===== src/rtl/pixel_writer.sv =====
// Pixel memory engine behind the address generator: RMW writes, copy-to-paste, mask setup.
// Optional collision counter compiled in with `define PIXEL_WRITER_COLLISION_EN.
module pixel_writer #(
  parameter int ADDR_W = 20,
  parameter int COLL_W = 16
) (
  input  logic              clk_i,
  input  logic              reset_n_i,
  input  logic              pixel_cmd_rdy_i,
  input  logic [39:0]       pixel_cmd_i,
  output logic              draw_busy_o,
  output logic              mem_req_o,
  output logic              mem_we_o,
  output logic [ADDR_W-1:0] mem_addr_o,
  output logic [15:0]       mem_wdata_o,
  input  logic              mem_ack_i,
  input  logic [15:0]       mem_rdata_i,
`ifdef PIXEL_WRITER_COLLISION_EN
  input  logic              coll_clr_i,
  output logic [COLL_W-1:0] coll_count_o,
`endif
  input  logic              mem_rvalid_i
);

  typedef enum logic [1:0] {IDLE, RD_REQ, RD_WAIT, WR_REQ} state_t;

  localparam logic [3:0] CMD_WR         = 4'd1;
  localparam logic [3:0] CMD_WR_M       = 4'd2;
  localparam logic [3:0] CMD_PASTE      = 4'd3;
  localparam logic [3:0] CMD_PASTE_M    = 4'd4;
  localparam logic [3:0] CMD_COPY       = 4'd6;
  localparam logic [3:0] CMD_WR_MASK    = 4'd10;
  localparam logic [3:0] CMD_PASTE_MASK = 4'd11;

  // Illegal bpp codes behave as 16bpp.
  function automatic logic [3:0] norm_code(input logic [3:0] code);
    case (code)
      4'd0, 4'd1, 4'd3, 4'd7, 4'd15: norm_code = code;
      default:                       norm_code = 4'd15;
    endcase
  endfunction

  function automatic logic [15:0] low_ones(input logic [3:0] code);
    case (code)
      4'd0:    low_ones = 16'h0001;
      4'd1:    low_ones = 16'h0003;
      4'd3:    low_ones = 16'h000F;
      4'd7:    low_ones = 16'h00FF;
      default: low_ones = 16'hFFFF;
    endcase
  endfunction

  // Pixels are MSB-first, so the field LSB sits at 15 - bitpos - (bpp-1).
  function automatic logic [3:0] lsb_pos(input logic [3:0] code, input logic [3:0] idx);
    logic [3:0] bitpos;
    case (code)
      4'd0:    bitpos = idx;
      4'd1:    bitpos = {idx[2:0], 1'b0};
      4'd3:    bitpos = {idx[1:0], 2'b00};
      4'd7:    bitpos = {idx[0], 3'b000};
      default: bitpos = 4'd0;
    endcase
    lsb_pos = 4'd15 - bitpos - code;
  endfunction

  state_t            state_q;
  logic [3:0]        cmd_q, code_q, idx_q;
  logic [15:0]       src_q, paste_q;
  logic [7:0]        wr_mask_q, paste_mask_q;
  logic              busy_q, req_q, we_q;
  logic [ADDR_W-1:0] addr_q;
  logic [15:0]       wdata_q;

  logic [3:0]  in_cmd, in_code, in_idx;
  logic [7:0]  in_colour;
  logic [15:0] in_src;
  logic        in_write, in_skip;
  logic [3:0]  fld_lsb;
  logic [15:0] fld_mask, rd_field, merged;

  assign in_cmd    = pixel_cmd_i[39:36];
  assign in_colour = pixel_cmd_i[35:28];
  assign in_code   = norm_code(pixel_cmd_i[27:24]);
  assign in_idx    = pixel_cmd_i[23:20];
  assign in_write  = (in_cmd == CMD_WR) || (in_cmd == CMD_WR_M) ||
                     (in_cmd == CMD_PASTE) || (in_cmd == CMD_PASTE_M);
  assign in_src    = (((in_cmd == CMD_PASTE) || (in_cmd == CMD_PASTE_M)) ? paste_q
                      : {8'h00, in_colour}) & low_ones(in_code);
  assign in_skip   = ((in_cmd == CMD_WR_M) && (in_colour == wr_mask_q)) ||
                     ((in_cmd == CMD_PASTE_M) && (paste_q[7:0] == paste_mask_q));

  assign fld_lsb  = lsb_pos(code_q, idx_q);
  assign fld_mask = low_ones(code_q) << fld_lsb;
  assign rd_field = (mem_rdata_i & fld_mask) >> fld_lsb;
  assign merged   = (mem_rdata_i & ~fld_mask) | ((src_q << fld_lsb) & fld_mask);

  // Command FSM with registered memory-side outputs
  always_ff @(posedge clk_i) begin
    if (!reset_n_i) begin
      state_q      <= IDLE;
      cmd_q        <= 4'd0;
      code_q       <= 4'd0;
      idx_q        <= 4'd0;
      src_q        <= 16'h0000;
      paste_q      <= 16'h0000;
      wr_mask_q    <= 8'h00;
      paste_mask_q <= 8'h00;
      busy_q       <= 1'b0;
      req_q        <= 1'b0;
      we_q         <= 1'b0;
      addr_q       <= '0;
      wdata_q      <= 16'h0000;
    end else begin
      case (state_q)
        IDLE: begin
          if (pixel_cmd_rdy_i) begin
            cmd_q  <= in_cmd;
            code_q <= in_code;
            idx_q  <= in_idx;
            src_q  <= in_src;
            if (in_write && !in_skip) begin
              busy_q <= 1'b1;
              req_q  <= 1'b1;
              addr_q <= {pixel_cmd_i[ADDR_W-1:1], 1'b0};
              if (in_code == 4'd15) begin
                we_q    <= 1'b1;
                wdata_q <= in_src;
                state_q <= WR_REQ;
              end else begin
                we_q    <= 1'b0;
                state_q <= RD_REQ;
              end
            end else if (in_cmd == CMD_COPY) begin
              busy_q  <= 1'b1;
              req_q   <= 1'b1;
              we_q    <= 1'b0;
              addr_q  <= {pixel_cmd_i[ADDR_W-1:1], 1'b0};
              state_q <= RD_REQ;
            end else if (in_cmd == CMD_WR_MASK) begin
              wr_mask_q <= pixel_cmd_i[7:0];
            end else if (in_cmd == CMD_PASTE_MASK) begin
              paste_mask_q <= pixel_cmd_i[7:0];
            end
          end
        end
        RD_REQ: begin
          if (mem_ack_i) begin
            req_q   <= 1'b0;
            state_q <= RD_WAIT;
          end
        end
        RD_WAIT: begin
          if (mem_rvalid_i) begin
            if (cmd_q == CMD_COPY) begin
              paste_q <= rd_field;
              busy_q  <= 1'b0;
              state_q <= IDLE;
            end else begin
              wdata_q <= merged;
              req_q   <= 1'b1;
              we_q    <= 1'b1;
              state_q <= WR_REQ;
            end
          end
        end
        WR_REQ: begin
          if (mem_ack_i) begin
            req_q   <= 1'b0;
            we_q    <= 1'b0;
            busy_q  <= 1'b0;
            state_q <= IDLE;
          end
        end
        default: state_q <= IDLE;
      endcase
    end
  end

  assign draw_busy_o = busy_q;
  assign mem_req_o   = req_q;
  assign mem_we_o    = we_q;
  assign mem_addr_o  = addr_q;
  assign mem_wdata_o = wdata_q;

`ifdef PIXEL_WRITER_COLLISION_EN
  logic [7:0]        colour_q;
  logic [COLL_W-1:0] coll_q;
  logic              coll_hit;

  assign coll_hit = (state_q == RD_WAIT) && mem_rvalid_i && (cmd_q == CMD_COPY) &&
                    (rd_field != ({8'h00, colour_q} & low_ones(code_q)));

  // Copy-colour capture and saturating collision counter; clear beats increment
  always_ff @(posedge clk_i) begin
    if (!reset_n_i) begin
      colour_q <= 8'h00;
      coll_q   <= '0;
    end else begin
      if ((state_q == IDLE) && pixel_cmd_rdy_i) begin
        colour_q <= in_colour;
      end
      if (coll_clr_i) begin
        coll_q <= '0;
      end else if (coll_hit && (coll_q != {COLL_W{1'b1}})) begin
        coll_q <= coll_q + COLL_W'(1);
      end
    end
  end

  assign coll_count_o = coll_q;
`endif

endmodule


===== config.mk =====
export PLATFORM = sky130hd
export DESIGN_NAME = pixel_writer
export DESIGN_NICKNAME = d
export VERILOG_FILES = /design/src/rtl/pixel_writer.sv
export SDC_FILE = /design/constraint.sdc
export NUM_CORES = 1
export LEC_CHECK = 0
export BUFFER_PORTS_ARGS = -buffer_cell sky130_fd_sc_hd__buf_4
export CAP_MARGIN = 20
export CORE_ASPECT_RATIO = 1.1
export CORE_MARGIN = 2
export CORE_UTILIZATION = 60
export DETAILED_ROUTE_END_ITERATION = 10
export GPL_ROUTABILITY_DRIVEN = 0
export PLACE_DENSITY = 0.84
export SLEW_MARGIN = 20
export SYNTH_ARGS = -nofsm -noshare
export SYNTH_HDL_FRONTEND = slang
export SYNTH_SLANG_ARGS = --single-unit

===== constraint.sdc =====
create_clock -name clk_i -period 6.3 [get_ports clk_i]
set_input_delay 1.26 -clock clk_i [delete_from_list [all_inputs] [get_ports clk_i]]
set_output_delay 1.26 -clock clk_i [all_outputs]
set_load 0.02 [all_outputs]

==> impl_metrics.yaml <==
timing:
  tightest_slew_ns: 0.964
  setup_tns_ns: 0
  hold_slack_ns: 0.457
  slew-limit-headroom_pct: 34.8
  hold_viol_final: 0
  rsz0062_at_grt: "no"
  finClkSkew_ns: 0.0104
  final.setup.worst_slack_ns: 1.57
  min_period_over_period_pct: 75.1
  final-setup-viol-count: 0
  maxSlewViolCount: 0
  period_minus_slack_ns: 4.73
  timing.fmax_mhz: 211
critical_path:
  path_max_fanout: 24
  setup.worst_path.start: "code_q[1]$_SDFFE_PN0P_"
  crit_type: "flop to flop"
  timing.rr.start: "code_q[1]$_SDFFE_PN0P_"
  worstSetupStartpointType: "flop"
  regToRegEndpoint: "paste_q[2]$_SDFFE_PN0P_"
  r2r_cells: 13
  cp-end-kind: "flop"
  required_ns: 6.60
  critPathArrivalTime_ns: 5.03
  ff2ff_setup_slack_ns: 1.57
  endpoint: "paste_q[2]$_SDFFE_PN0P_"
final_layout:
  fillers: 817
  nets: 939
  stdcell_area_um2: 7570
  final_cell_count_no_fill: 1022
  antenna_cells: 0
  area_delta_synth_final_pct: 16.2
  drive_gt1_share_pct: 19.2
drt:
  first_pass_iters: 5
  postRouteAntennaNets: 0
  drc: 0
  drtIter0Drc: 793
  wl_per_cell_um: 20.1
  viasPerCell: 6.66
  wl_mm: 20.5
  vias: 6805
yosys:
  syn_nets: 887
  synth_common_cells: "117 x nand2_1, 100 x dfxtp_1, 91 x nor2_1"
  async_reset_ff_share_pct: 0
  syn_inst: 822
  yosysWarnings: 0
  synth-xor-area-share_pct: 2.94
  synth_compound_area_share_pct: 21.1
  yosysSeqAreaShare_pct: 30.7
  synth-main-ff-cell: "dfxtp_1"
  ys_ff_latch: 100
  muxShareOfSynthArea_pct: 15.9
  synth_top_family_by_area: "simple AND/OR/NAND/NOR gates"
  yosysTopAreaCellShare_pct: 30.7
  synth.area.top_cells: "dfxtp_1 31%, mux2i_1 9.7%, nand2_1 6.7%, nor2_1 5.2%, a21oi_1 4.4%"
  synth_enable_flop_cells: 0
  synth_area_um2: 6510
  synth_area_per_cell_um2: 7.93
  synthAdderAreaFrac_pct: 0.883
  yosys.cell_count.top_type: "nand2_1"
  synth-simple-area-share_pct: 23.6
  synth_top_area_cell: "dfxtp_1"
  yosysUniqueCellTypes: 75
run_status:
  status: "completed"
clocking:
  worst_skew_pair.late_latency_ns: 0.36
  root_buffer: "clkbuf_16"
  clkTransAtPathRegs_ns: 0.07
  cts_inserted_buffers: 9
  ctsHoldBuffers: 0
  h-tree-depth: 3
  cts_sinks: 100
  cts_max_path_buffers: 2
  cts_tree: "yes"
  postCtsSetupRepairBufs: 0
  cts_resized: 0
global_route:
  track_usage_pct: 36.0
  antenna_found_initial: 0
  grt_pass1_vias: 6451
  grt_first_pass_wirelength_mm: 32.8
  grt_max_degree: 64
  overflow: 0
power:
  p_per_area_nw_per_um2: 260
  p_leak_nw: 2.93
  worst_ir_drop_vdd_mv: 0.208
place:
  dp.cells: 1006
  port_buffers: 98
  hpwlAfterDp_mm: 15.0
  placed_area_um2: 7260
  place_ws_ns: 1.72
job:
  max_cap_viol_count: 0
worst_hold_path:
  hold_path.class: "flop to flop"
floorplan:
  die_area_um2: 11700
  core_region_area_um2: 10500
  dieHeight_um: 113
  std_cell_rows: 39
  start_util_pct: 62.1
  fp.dieW_um: 103
  pin_count: 100
[final cells by class]
type | count | area, um2 | share of cell area, %
flip-flops and latches | 100 | 2000 | 26.4
clock inverters | 6 | 76.3 | 1.01
multi-input cells | 645 | 4230 | 55.8
repair buffers | 109 | 818 | 10.8
well taps | 143 | 179 | 2.36
inverters | 9 | 33.8 | 0.446
clock buffers | 10 | 239 | 3.16
[metrics by stage]
stage,utilization [%],power [W]
after global placement,69.2,0.00135
after detailed placement,69.2,0.00136
after CTS,72.2,0.00194
after global routing,72.2,0.00205
after floorplan,-,0.00117
final,72.2,0.00197
[metal layers]
layer	part of all wire, %	track usage (%)	routed length, um	vias to the layer above
met5	0	0	0	-
met4	6.9	20.6	1410	0
met3	10	8.28	2120	128
met2	46	55.4	9360	466
met1	37	46.0	7650	3108
li1	-	-	-	3103
[worst min path at each step]
stage	from	slack, ns	end	cells past startpoint
3_5_place_dp	cmd_q[0]$_SDFFE_PN0P_	0.45	cmd_q[0]$_SDFFE_PN0P_	2
2_1_floorplan	cmd_q[1]$_SDFFE_PN0P_	0.43	cmd_q[1]$_SDFFE_PN0P_	2
3_3_place_gp	cmd_q[1]$_SDFFE_PN0P_	0.44	cmd_q[1]$_SDFFE_PN0P_	2
6_report	cmd_q[0]$_SDFFE_PN0P_	0.46	cmd_q[0]$_SDFFE_PN0P_	2
4_1_cts	cmd_q[0]$_SDFFE_PN0P_	0.46	cmd_q[0]$_SDFFE_PN0P_	2
5_1_grt	cmd_q[2]$_SDFFE_PN0P_	0.48	cmd_q[2]$_SDFFE_PN0P_	2
[registers in the layout, indices dropped and copies added (netlist names), 2 cells and up]
name	flops
paste_q	16
paste_mask_q	8
src_q	16
state_q	2
cmd_q	4
mem_addr_o	19
mem_wdata_o	16
wr_mask_q	8
code_q	4
idx_q	4
[report_power, final]
part	switching, W	internal (W)	leakage, nW
logic	0.000436	0.000255	1.96
clock network	0.000262	0.000327	0.156
registers	0.0000326	0.000658	0.812
[critical path: stages, from the launching register on]
cell and delay (ns):
dfxtp_1 0.84, nor2_1 0.18, and3_1 0.24, ha_1 0.21, fa_2 0.42, xor2_2 0.71, buf_4 0.40, nor3_1 0.09
a211o_1 0.30, mux2i_2 0.29, a32oi_1 0.18, or3_1 0.38, o311ai_1 0.30, a311o_1 0.15
[placed cells by master (no fill, tap or decap), types with 9 or more instances in the layout]
| cell | n |
|---|---|
| dfxtp_1 | 100 |
| clkbuf_16 | 9 |
| mux2i_1 | 63 |
| nand3_1 | 35 |
| nor2_1 | 90 |
| o21ai_0 | 29 |
| nor3_1 | 12 |
| o211ai_1 | 17 |
| mux4_2 | 12 |
| nand4_1 | 11 |
| nor2b_1 | 14 |
| buf_4 | 109 |
| a31oi_1 | 21 |
| xnor2_1 | 15 |
| nand2_1 | 117 |
| a21oi_1 | 57 |
| a211oi_1 | 16 |
[cell families (layout without fill, tap and decap cells)]
kind of cell / Yosys count / after routing
xor gates and xnor gates: 21 / 21
and+or+nand+nor: 332 / 332
muxes: 86 / 86
AOI/OAI and AO/OA: 201 / 201
buffers and inverters: 77 / 134
other: 1 / 1
DFF: 100 / 100
adders and majority gates: 4 / 4
Power figures use the tool's default switching activity.
